===== src/rtl/drop_tick_receiver.sv =====
// Brings the asynchronous slow_clk into origin_clk and turns each of its edges into a tick.
// Counts ticks and holds drop_req (req/ack) once per effective period, tracking drops lost while pending.
module drop_tick_receiver #(
    parameter int SYNC_STAGES = 2,
    parameter int TICK_W      = 8,
    parameter int MISS_W      = 4
) (
    input  logic              origin_clk,
    input  logic              rst,
    input  logic              slow_clk,
    input  logic              enable,
    input  logic [TICK_W-1:0] period,
    input  logic              drop_ack,
    output logic              tick,
    output logic              drop_req,
    output logic [MISS_W-1:0] missed_cnt,
    output logic [1:0]        dbg_state_o,
    output logic [TICK_W-1:0] dbg_cnt_o
);

    localparam int PRIME_W = $clog2(SYNC_STAGES + 2);
    localparam logic [PRIME_W-1:0] PRIME_INIT = PRIME_W'(SYNC_STAGES + 1);

    typedef enum logic [1:0] {
        IDLE  = 2'd0,
        COUNT = 2'd1,
        REQ   = 2'd2
    } state_t;

    logic [SYNC_STAGES-1:0] sync_q;
    logic                   prev_q;
    logic [PRIME_W-1:0]     prime_q;
    logic                   tick_q;
    logic                   edge_w;

    state_t                 state_q, state_d;
    logic [TICK_W-1:0]      cnt_q, cnt_d;
    logic [MISS_W-1:0]      missed_q, missed_d;
    logic [TICK_W-1:0]      p_last;
    logic                   done_w;

    assign edge_w = sync_q[SYNC_STAGES-1] ^ prev_q;

    // The priming window hides the edge seen when slow_clk is already high out of reset.
    always_ff @(posedge origin_clk) begin
        if (rst) begin
            sync_q  <= '0;
            prev_q  <= 1'b0;
            prime_q <= PRIME_INIT;
            tick_q  <= 1'b0;
        end else begin
            sync_q  <= {sync_q[SYNC_STAGES-2:0], slow_clk};
            prev_q  <= sync_q[SYNC_STAGES-1];
            if (prime_q != '0) begin
                prime_q <= prime_q - 1'b1;
            end
            tick_q  <= edge_w && (prime_q == '0);
        end
    end

    // A period of 0 behaves as 1; comparing with >= lets a shrunk period finish on the next tick.
    assign p_last = ((period == '0) ? TICK_W'(1) : period) - TICK_W'(1);
    assign done_w = tick_q && (cnt_q >= p_last);

    always_ff @(posedge origin_clk) begin
        if (rst) begin
            state_q  <= IDLE;
            cnt_q    <= '0;
            missed_q <= '0;
        end else begin
            state_q  <= state_d;
            cnt_q    <= cnt_d;
            missed_q <= missed_d;
        end
    end

    always_comb begin
        state_d  = state_q;
        cnt_d    = cnt_q;
        missed_d = missed_q;
        if (!enable) begin
            state_d = IDLE;
            cnt_d   = '0;
        end else begin
            case (state_q)
                IDLE: begin
                    state_d = COUNT;
                    cnt_d   = '0;
                end
                COUNT: begin
                    if (done_w) begin
                        cnt_d   = '0;
                        state_d = REQ;
                    end else if (tick_q) begin
                        cnt_d = cnt_q + 1'b1;
                    end
                end
                REQ: begin
                    if (done_w) begin
                        cnt_d = '0;
                        if (!drop_ack && (missed_q != '1)) begin
                            missed_d = missed_q + 1'b1;
                        end
                    end else begin
                        if (tick_q) begin
                            cnt_d = cnt_q + 1'b1;
                        end
                        if (drop_ack) begin
                            state_d = COUNT;
                        end
                    end
                end
                default: begin
                    state_d = IDLE;
                    cnt_d   = '0;
                end
            endcase
        end
    end

    assign tick        = tick_q;
    assign drop_req    = (state_q == REQ);
    assign missed_cnt  = missed_q;
    assign dbg_state_o = state_q;
    assign dbg_cnt_o   = cnt_q;

endmodule


===== config.mk =====
export PLATFORM = sky130hd
export DESIGN_NAME = drop_tick_receiver
export DESIGN_NICKNAME = d
export VERILOG_FILES = /design/src/rtl/drop_tick_receiver.sv
export SDC_FILE = /design/constraint.sdc
export NUM_CORES = 1
export LEC_CHECK = 0
export ABC_AREA = 1
export CAP_MARGIN = 20
export CORE_UTILIZATION = 49
export CTS_CLUSTER_SIZE = 30
export DETAILED_ROUTE_END_ITERATION = 10
export MAX_ROUTING_LAYER = met4
export PLACE_DENSITY = 0.79
export SLEW_MARGIN = 20
export SYNTH_ARGS = -nofsm -noshare
export SYNTH_HDL_FRONTEND = slang
export SYNTH_SLANG_ARGS = --single-unit
export TNS_END_PERCENT = 10

===== constraint.sdc =====
create_clock -name origin_clk -period 2.75 [get_ports origin_clk]
set_input_delay 0.4125 -clock origin_clk [delete_from_list [all_inputs] [get_ports origin_clk]]
set_output_delay 0.4125 -clock origin_clk [all_outputs]
set_load 0.005 [all_outputs]

# Word level (Yosys, flattened, before mapping)

Cells that the tools add are included.

Bits in registers: 20
Logic and storage cells: 39

Add/subtract/negate cells: 4
Magnitude comparators: 1
Eq/ne operators: 6
Mux-type cells: 5
Bitwise gates (word level): 3
Reductions and logical operators: 13

Operator list:

| cell                | number |
|---|---|
| $add 8x1->8 const B | 1 |
| $ge 8x8->1          | 1 |
| $logic_not 8->1     | 1 |
| $mux 8              | 1 |
| $sub 8x1->8 const B | 1 |
| $mux 2              | 3 |
| $ne 2x2->1 const B  | 3 |
| $pmux 2 s3          | 1 |
| $add 4x1->4 const B | 1 |
| $logic_not 2->1     | 2 |
| $ne 4x4->1 const B  | 1 |
| $reduce_and 4->1    | 1 |
| $reduce_or 2->1     | 2 |
| $reduce_or 4->1     | 1 |
| $logic_and 1x1->1   | 3 |
| $reduce_and 3->1    | 1 |
| $eq 2x1->1 const B  | 1 |
| $eq 2x2->1 const B  | 1 |
| $not 1->1           | 2 |
| $reduce_bool 2->1   | 1 |
| $sub 2x1->2 const B | 1 |
| $logic_not 1->1     | 1 |
| $xor 1x1->1         | 1 |

# Logic depth before layout (Yosys ltp)

Gate-level depths: netlist of the first run.

Word-level depth: 7
Gate-level depth with buffers: 20
Depth with buffers taken out: 20

# Worst setup path before layout of the first run

No wires, ideal clock.

Path type: input-to-reg
From: input port period[1]
To: register state_q[0], in the netlist dbg_state_o[0]
Library setup time: 115 ps
Arrival time: 2,371 ps
Required time: 2,635 ps
Path slack: 264 ps
Stages on the path: 18
Buffers on the path: 0
Path through: or2_1 nor2_1 nand3_1 nand2_1 inv_1 ha_1 nand2_1 xor2_1 inv_1 ha_1 nand2_1 o21a_1 nand2_2 nand2_1 nand2_1 nand3_1 nand2_1 nor2_1

Cells in the longest elaborated chain, start to end: 7
Elaborated cells between the ends (all ways): 8

RTL lines:

| what                                | line | source |
|---|---|---|
| start: declaration                  | 12   | `input logic [TICK_W-1:0] period,` |
| $logic_not 8->1                     | 62   | `assign p_last = ((period == '0) ? TICK_W'(1) : period) - TICK_W'(1);` |
| $mux 8 *                            | 62   |  |
| $sub 8x1->8 *                       | 62   |  |
| $ge 8x8->1 *                        | 63   | `assign done_w = tick_q && (cnt_q >= p_last);` |
| $logic_and 1x1->1 *                 | 63   |  |
| $ne 2x2->1 (no source line)         | n/a  |  |
| $reduce_and 3->1 (no source line) * | n/a  |  |
| end signal: assignment              | 71   | `state_q <= state_d;` |
| end: declaration                    | 36   | `state_t state_q, state_d;` |

Every way passes the cells marked *; elsewhere a longest branch is shown, timed or not.
A chain may end at the register's enable or synchronous reset.

# Worst setup path after layout of the first run

From: input port period[5]
To: register state_q[0], in the netlist dbg_state_o[0]

Same word-level chain as after synthesis.

==> results of run 1 <==
-- final cells by class --
type | count | area (um^2) | area share
multi-input combinational | 118 | 845 | 0.463
timing repair buffer | 44 | 410 | 0.225
sequential | 20 | 400 | 0.219
inverter | 26 | 97.6 | 0.0535
clock buffer | 4 | 36.3 | 0.0199
tap | 28 | 35.0 | 0.0192
-- worst reg2reg max path, stage by stage (launching register included) --
cell	delay, ns
dfxtp_1	0.43
inv_1	0.07
ha_1	0.29
nand2_1	0.06
nor2_1	0.04
nor2_1	0.09
nand2_1	0.08
nand2_2	0.08
nand2_4	0.10
nand2_4	0.10
nand3_4	0.13
nor3b_2	0.19
-- logic make-up after synthesis --
family	Yosys count	synth area share
AOI/OAI and AO/OA	19	0.0816
buffers and inverters	28	0.0846
and+or+nand+nor	72	0.275
xor gates and xnor gates	11	0.0775
adders and majority gates	15	0.151
muxes	1	0.00806
DFF	20	0.322
-- cells in the final DEF, fill, tap and decap left out, drive strengths merged --
master / n
nand2: 28
inv: 26
clkdlybuf4s50: 24
nor2: 21
dfxtp: 20
buf: 16
ha: 15
a21oi: 13
nand3: 12
xor2: 6
nand4: 5
xnor2: 5
dlymetal6s2s: 4
clkbuf: 4
o21ai: 3
or2: 3
nor3b: 2
o21a: 1
nand3b: 1
a31oi: 1
mux2i: 1
a211oi: 1
-- worst paths after layout --
check / start / end / slack (ns) / cells after the start
max: period[5] / dbg_state_o[0]$_SDFFE_PP0P_ / 0.08 / 20
min: prev_q$_SDFF_PP0_ / tick$_SDFF_PP0_ / 0.43 / 1
max reg2reg: dbg_cnt_o[0]$_SDFFE_PP0P_ / dbg_cnt_o[2]$_SDFFE_PP0P_ / 1.02 / 11
min reg2reg: prev_q$_SDFF_PP0_ / tick$_SDFF_PP0_ / 0.43 / 1
-- where the power goes --
group / internal (mW) / switching (mW) / leakage [nW] / total, mW
logic: 0.0552 / 0.0520 / 0.625 / 0.107
clock network: 0.0810 / 0.0934 / 0.0210 / 0.174
registers: 0.298 / 0.00515 / 0.162 / 0.303
-- stage by stage --
step | setup TNS (ns) | instance area (um^2) | power, mW | instances | utilization
after detailed placement | -5.28 | 1630 | 0.397 | 230 | 0.708
after floorplan | 0 | 1240 | 0.354 | 166 | -
final | 0 | 1820 | 0.585 | 240 | 0.794
after global routing | -0.321 | 1820 | 0.612 | 240 | 0.794
after global placement | -3.26 | 1630 | 0.392 | 230 | 0.708
after CTS | 0 | 1710 | 0.572 | 237 | 0.744
-- state kept, by name, indices dropped and copies added (netlist names) --
signal,flops
dbg_cnt_o,8
dbg_state_o,2
missed_cnt,4
prev_q,1
prime_q,2
sync_q,2
tick,1
-- cells in the mapped netlist, drive strengths merged --
library cell,count
a211oi,1
a21oi,13
a31oi,1
clkbuf,2
dfxtp,20
ha,15
inv,26
mux2i,1
nand2,28
nand3,12
nand3b,1
nand4,5
nor2,21
nor3b,2
o21a,1
o21ai,3
or2,3
xnor2,5
xor2,6
-- routing by layer --
metal,vias up,global-route usage
met3,9,0.0174
met4,0,0.140
met2,32,0.462
li1,624,-
met1,595,0.272
met5,-,-
-- timing repair --
| action | CTS | global route |
|---|---|---|
| buffers inserted | 3 | 3 |
| pin swaps | 5 | 18 |
| gates resized for setup | 6 | 25 |
| endpoints found under the setup margin | 14 | 14 |
==> impl_metrics.yaml, run 1 <==
power:
  peakVddDrop_mv: 0.341
  p_per_area_nw_per_um2: 321
  leakagePower_nw: 0.809
grt:
  grt_first_pass_wirelength_mm: 4.91
  grt_overflow_total: 0
  grt_pass1_vias: 1164
  grtUsageTotal: 0.255
  antenna_found_initial: 0
  grt_max_degree: 15
cells_and_area:
  area_delta_synth_final_pct: 46.8
  drive_gt1_frac: 0.222
  nFillCells: 146
  n_antenna_cell: 0
  nets: 241
die:
  ios: 29
  fp.dieArea_um2: 2740
  coreArea_um2: 2300
  rows: 17
  initial_core_util: 0.541
  die_y_um: 52.4
  die_x_um: 52.4
drt:
  wl_per_cell_um: 13.7
  num_vias: 1260
  firstDrtPassIters: 4
  wl_mm: 3.30
  dr_wl_met3_um: 105
  top_layer: "met4"
  drtIter0Drc: 21
  met1_length_mm: 1.34
  drc: 0
  drtAntennaViolNets: 0
  route.met2.wl_mm: 1.75
  avgViaCountPerCell: 5.25
yosys:
  ys_ff_latch: 20
  yosysWarningCount: 0
  synthTopCellsByArea: "dfxtp_1 32%, ha_1 15%, nand2_1 8.2%, inv_1 7.9%, nor2_1 6.0%"
  netlist_area_um2: 1240
  seq_area_frac_synth: 0.322
  yosysTopAreaCell: "dfxtp_1"
  syn_inst: 166
  syn_nets: 194
  synth.avg_cell_area_um2: 7.48
  synth_cell_types: 24
  synth_top_area_frac: 0.322
critical_path:
  cp_max_fo: 7
  worstPathRequired_ns: 2.98
  end_kind: "register"
  crit_buf_inv: 4
  critPathKind: "in -> reg"
  critPathTopFamily: "simple AND/OR/NAND/NOR gates"
  start_kind: "primary input"
  worst_ep_arrival_time_ns: 2.90
  crit_chain: "clkdlybuf4s50_1 > inv_1 > nand2_2 > nor2_2 > nand3_1 > nand2_2 > inv_2 > ha_4 > nand2_1 > xor2_1 > inv_1 > ha_2 > nand2_1 > o21a_1 > nand2_4 > nand2_4 > nand2_4 > nand3_2 > nand2_2 > nor2_2"
  max_stage_delay_ns: 0.44
  slowest_stage: "clkdlybuf4s50_1"
clocking:
  root_buffer: "clkbuf_4"
  cts_tree: "done"
  cts_made_buffers: 3
  clk_pin_slew_ns: 0.12
  clk-insertion-delay-late_ns: 0.31
  clockBufferDepth: 2
  hold_buffers: 0
  cts_sinks: 20
  htreeDepth: 1
timing:
  holdWs_ns: 0.428
  hold_viol: 0
  finalCriticalPeriod_ns: 2.67
  max_slew_margin: 0.592
  fin_crit_sh: 0.971
  finalSetupViolCount: 0
  clock_skew_ns: 0.0138
  setup_slack_ns: 0.0793
  fmax_ghz: 0.374
  worst-slew-pin-transition_ns: 0.611
  drv_slew: 0
place:
  place_congestion: 0.826
  dp_hpwl_mm: 2.15
  numPortBuffers: 28
  dp_slack_ns: -0.428
status:
  status: "finished, final reports clean"
hold_path:
  hold_class: "reg -> reg"
job:
  drv_cap: 0
Note: power is estimated with default switching activity, not from simulation.
==> run 2, diff against run 1 <==
--- a/config.mk
+++ b/config.mk
@@ -7,13 +7,14 @@
 export LEC_CHECK = 0
 export ABC_AREA = 1
 export CAP_MARGIN = 20
-export CORE_UTILIZATION = 49
+export CORE_UTILIZATION = 51
 export CTS_CLUSTER_SIZE = 30
 export DETAILED_ROUTE_END_ITERATION = 10
+export DONT_BUFFER_PORTS = 1
 export MAX_ROUTING_LAYER = met4
-export PLACE_DENSITY = 0.79
+export PLACE_DENSITY = 0.66
 export SLEW_MARGIN = 20
 export SYNTH_ARGS = -nofsm -noshare
 export SYNTH_HDL_FRONTEND = slang
 export SYNTH_SLANG_ARGS = --single-unit
-export TNS_END_PERCENT = 10
+export TNS_END_PERCENT = 5
==> impl_metrics.yaml, run 2 (same netlist as run 1, synthesis figures left out) <==
timing:
  finalSetupViolCount: 0
  grt_setup_unrepaired: "false"
  fin_setup_tns_ns: 0
  drv_slew: 0
  clock_skew_ns: 0.00300
  max_slew_margin: 0.743
  finalCriticalPeriod_ns: 2.46
  hold_viol: 0
  fin_crit_sh: 0.895
  worst-slew-pin-transition_ns: 0.384
  fmax_ghz: 0.406
clocking:
  clk-insertion-delay-late_ns: 0.31
  cts_made_buffers: 3
  root_buffer: "clkbuf_4"
  cts_sinks: 20
  cts_resized: 0
  cts_tree: "done"
  clk_pin_slew_ns: 0.13
  hold_buffers: 0
  cts_setup_buffers: 0
  htreeDepth: 1
  clockBufferDepth: 2
critical_path:
  rr_endpoint: "dbg_cnt_o[2]$_SDFFE_PP0P_"
  r2r_slack_ns: 0.95
  worst_ep_arrival_time_ns: 2.71
  r2r_cells: 11
  r2r_start: "dbg_cnt_o[0]$_SDFFE_PP0P_"
  critPathKind: "in -> reg"
  worstPathRequired_ns: 2.99
  end_kind: "register"
  cp_max_fo: 8
  start_kind: "primary input"
cells_and_area:
  nets: 198
  nFillCells: 231
  area_delta_synth_final_pct: 7.05
  n_antenna_cell: 0
  largest_reg_flops: 8
  postLayoutCoreUtil: 0.590
  multi_input_area_um2: 737
  regArea_um2: 400
  layout_commonest_cell: "nand2_1"
  drive_gt1_frac: 0.0710
  layout_common_cells: "27 x nand2_1, 26 x inv_1, 20 x nor2_1, 20 x dfxtp_1, 15 x ha_1"
  stdcell_count: 197
die:
  fp.dieArea_um2: 2640
  die_y_um: 51.4
  die_x_um: 51.4
  initial_core_util: 0.551
  coreArea_um2: 2250
  rows: 17
  ios: 29
drt:
  avgViaCountPerCell: 5.21
  wl_mm: 2.38
  drc: 0
  wl_per_cell_um: 12.1
  num_vias: 1026
  drtAntennaViolNets: 0
  drtIter0Drc: 11
  firstDrtPassIters: 4
hold_path:
  hold_path_depth: 1
  hold_class: "in -> reg"
  hold-path-endpoint: "missed_cnt[2]$_SDFFE_PP0P_"
  min_from: "rst"
grt:
  grt_first_pass_wirelength_mm: 4.12
  antenna_found_initial: 0
  grt_overflow_total: 0
  grtUsageTotal: 0.215
  grt_pass1_vias: 973
  grt_max_degree: 13
place:
  numPlacedInstances: 193
  dp_hpwl_mm: 1.91
  numPortBuffers: 0
  place_congestion: 0.834
power:
  p_per_area_nw_per_um2: 456
  power_mw: 0.607
  leakagePower_nw: 0.581
  peakVddDrop_mv: 0.297
status:
  status: "finished, final reports clean"
job:
  drv_cap: 0
[run 2: cell types whose count changed in the layout (fill, tap and decap cells not counted), moves of 2 or more]
cell / delta
clkdlybuf4s50_1: -24
nand2_2: -4
a21oi_2: -2
nor2_2: -3
buf_4: -15
nor2_1: +4
nand2_1: +7
a21oi_1: +2
nand2_4: -3
dlymetal6s2s_1: -4
nand3_1: +3
ha_1: +2
nand3_4: -2
[run 2: worst max path at each step]
stage	start	to	slack, ns	cells past startpoint
floorplan	period[1]	dbg_state_o[0]$_SDFFE_PP0P_	0.26	18
global placement	period[1]	dbg_cnt_o[2]$_SDFFE_PP0P_	0.14	16
detailed placement	period[1]	dbg_cnt_o[2]$_SDFFE_PP0P_	0.005	16
CTS	period[1]	dbg_cnt_o[2]$_SDFFE_PP0P_	0.33	16
global route	period[3]	dbg_cnt_o[0]$_SDFFE_PP0P_	0.004	18
finish	period[1]	dbg_cnt_o[2]$_SDFFE_PP0P_	0.29	16
[run 2: area by class of cell]
cell class	count	share of cell area
multi-input cells	118	0.554
well taps	28	0.0263
flip-flops and latches	20	0.301
repair buffers	1	0.00564
inverters	26	0.0734
clock buffers	3	0.0169
clock inverters	1	0.0226
[run 2: layer usage]
layer | routed length [um] | GRT usage | vias to the layer above
met3 | 130 | 0.0476 | 2
met5 | 0 | - | -
met4 | 19 | 0.0541 | 0
met1 | 1040 | 0.246 | 454
met2 | 1190 | 0.379 | 28
li1 | - | - | 542
[run 2: report_power, final]
group	switching (mW)	total, mW	internal [mW]
Combinational	0.0303	0.0527	0.0224
Sequential	0.00508	0.303	0.298
Clock	0.103	0.251	0.147
[run 2: through the flow]
stage               hold WS [ns]  area, um^2  setup slack, ns
floorplan                  0.388        1240            0.264
global placement           0.391        1280            0.145
detailed placement         0.400        1280          0.00485
CTS                        0.138        1330            0.326
global route               0.125        1330          0.00421
finish                     0.145        1330            0.289
[run 2: critical path, stage by stage]
cell	delay [ns]
or2_1	0.23
nor2_1	0.15
nand3_1	0.09
nand2_1	0.09
inv_1	0.07
ha_1	0.22
nand2_1	0.10
xnor2_1	0.12
inv_1	0.06
ha_1	0.17
a21oi_1	0.19
o21a_1	0.17
nand2_2	0.11
nand2_1	0.11
nand3_2	0.19
nor3b_2	0.22
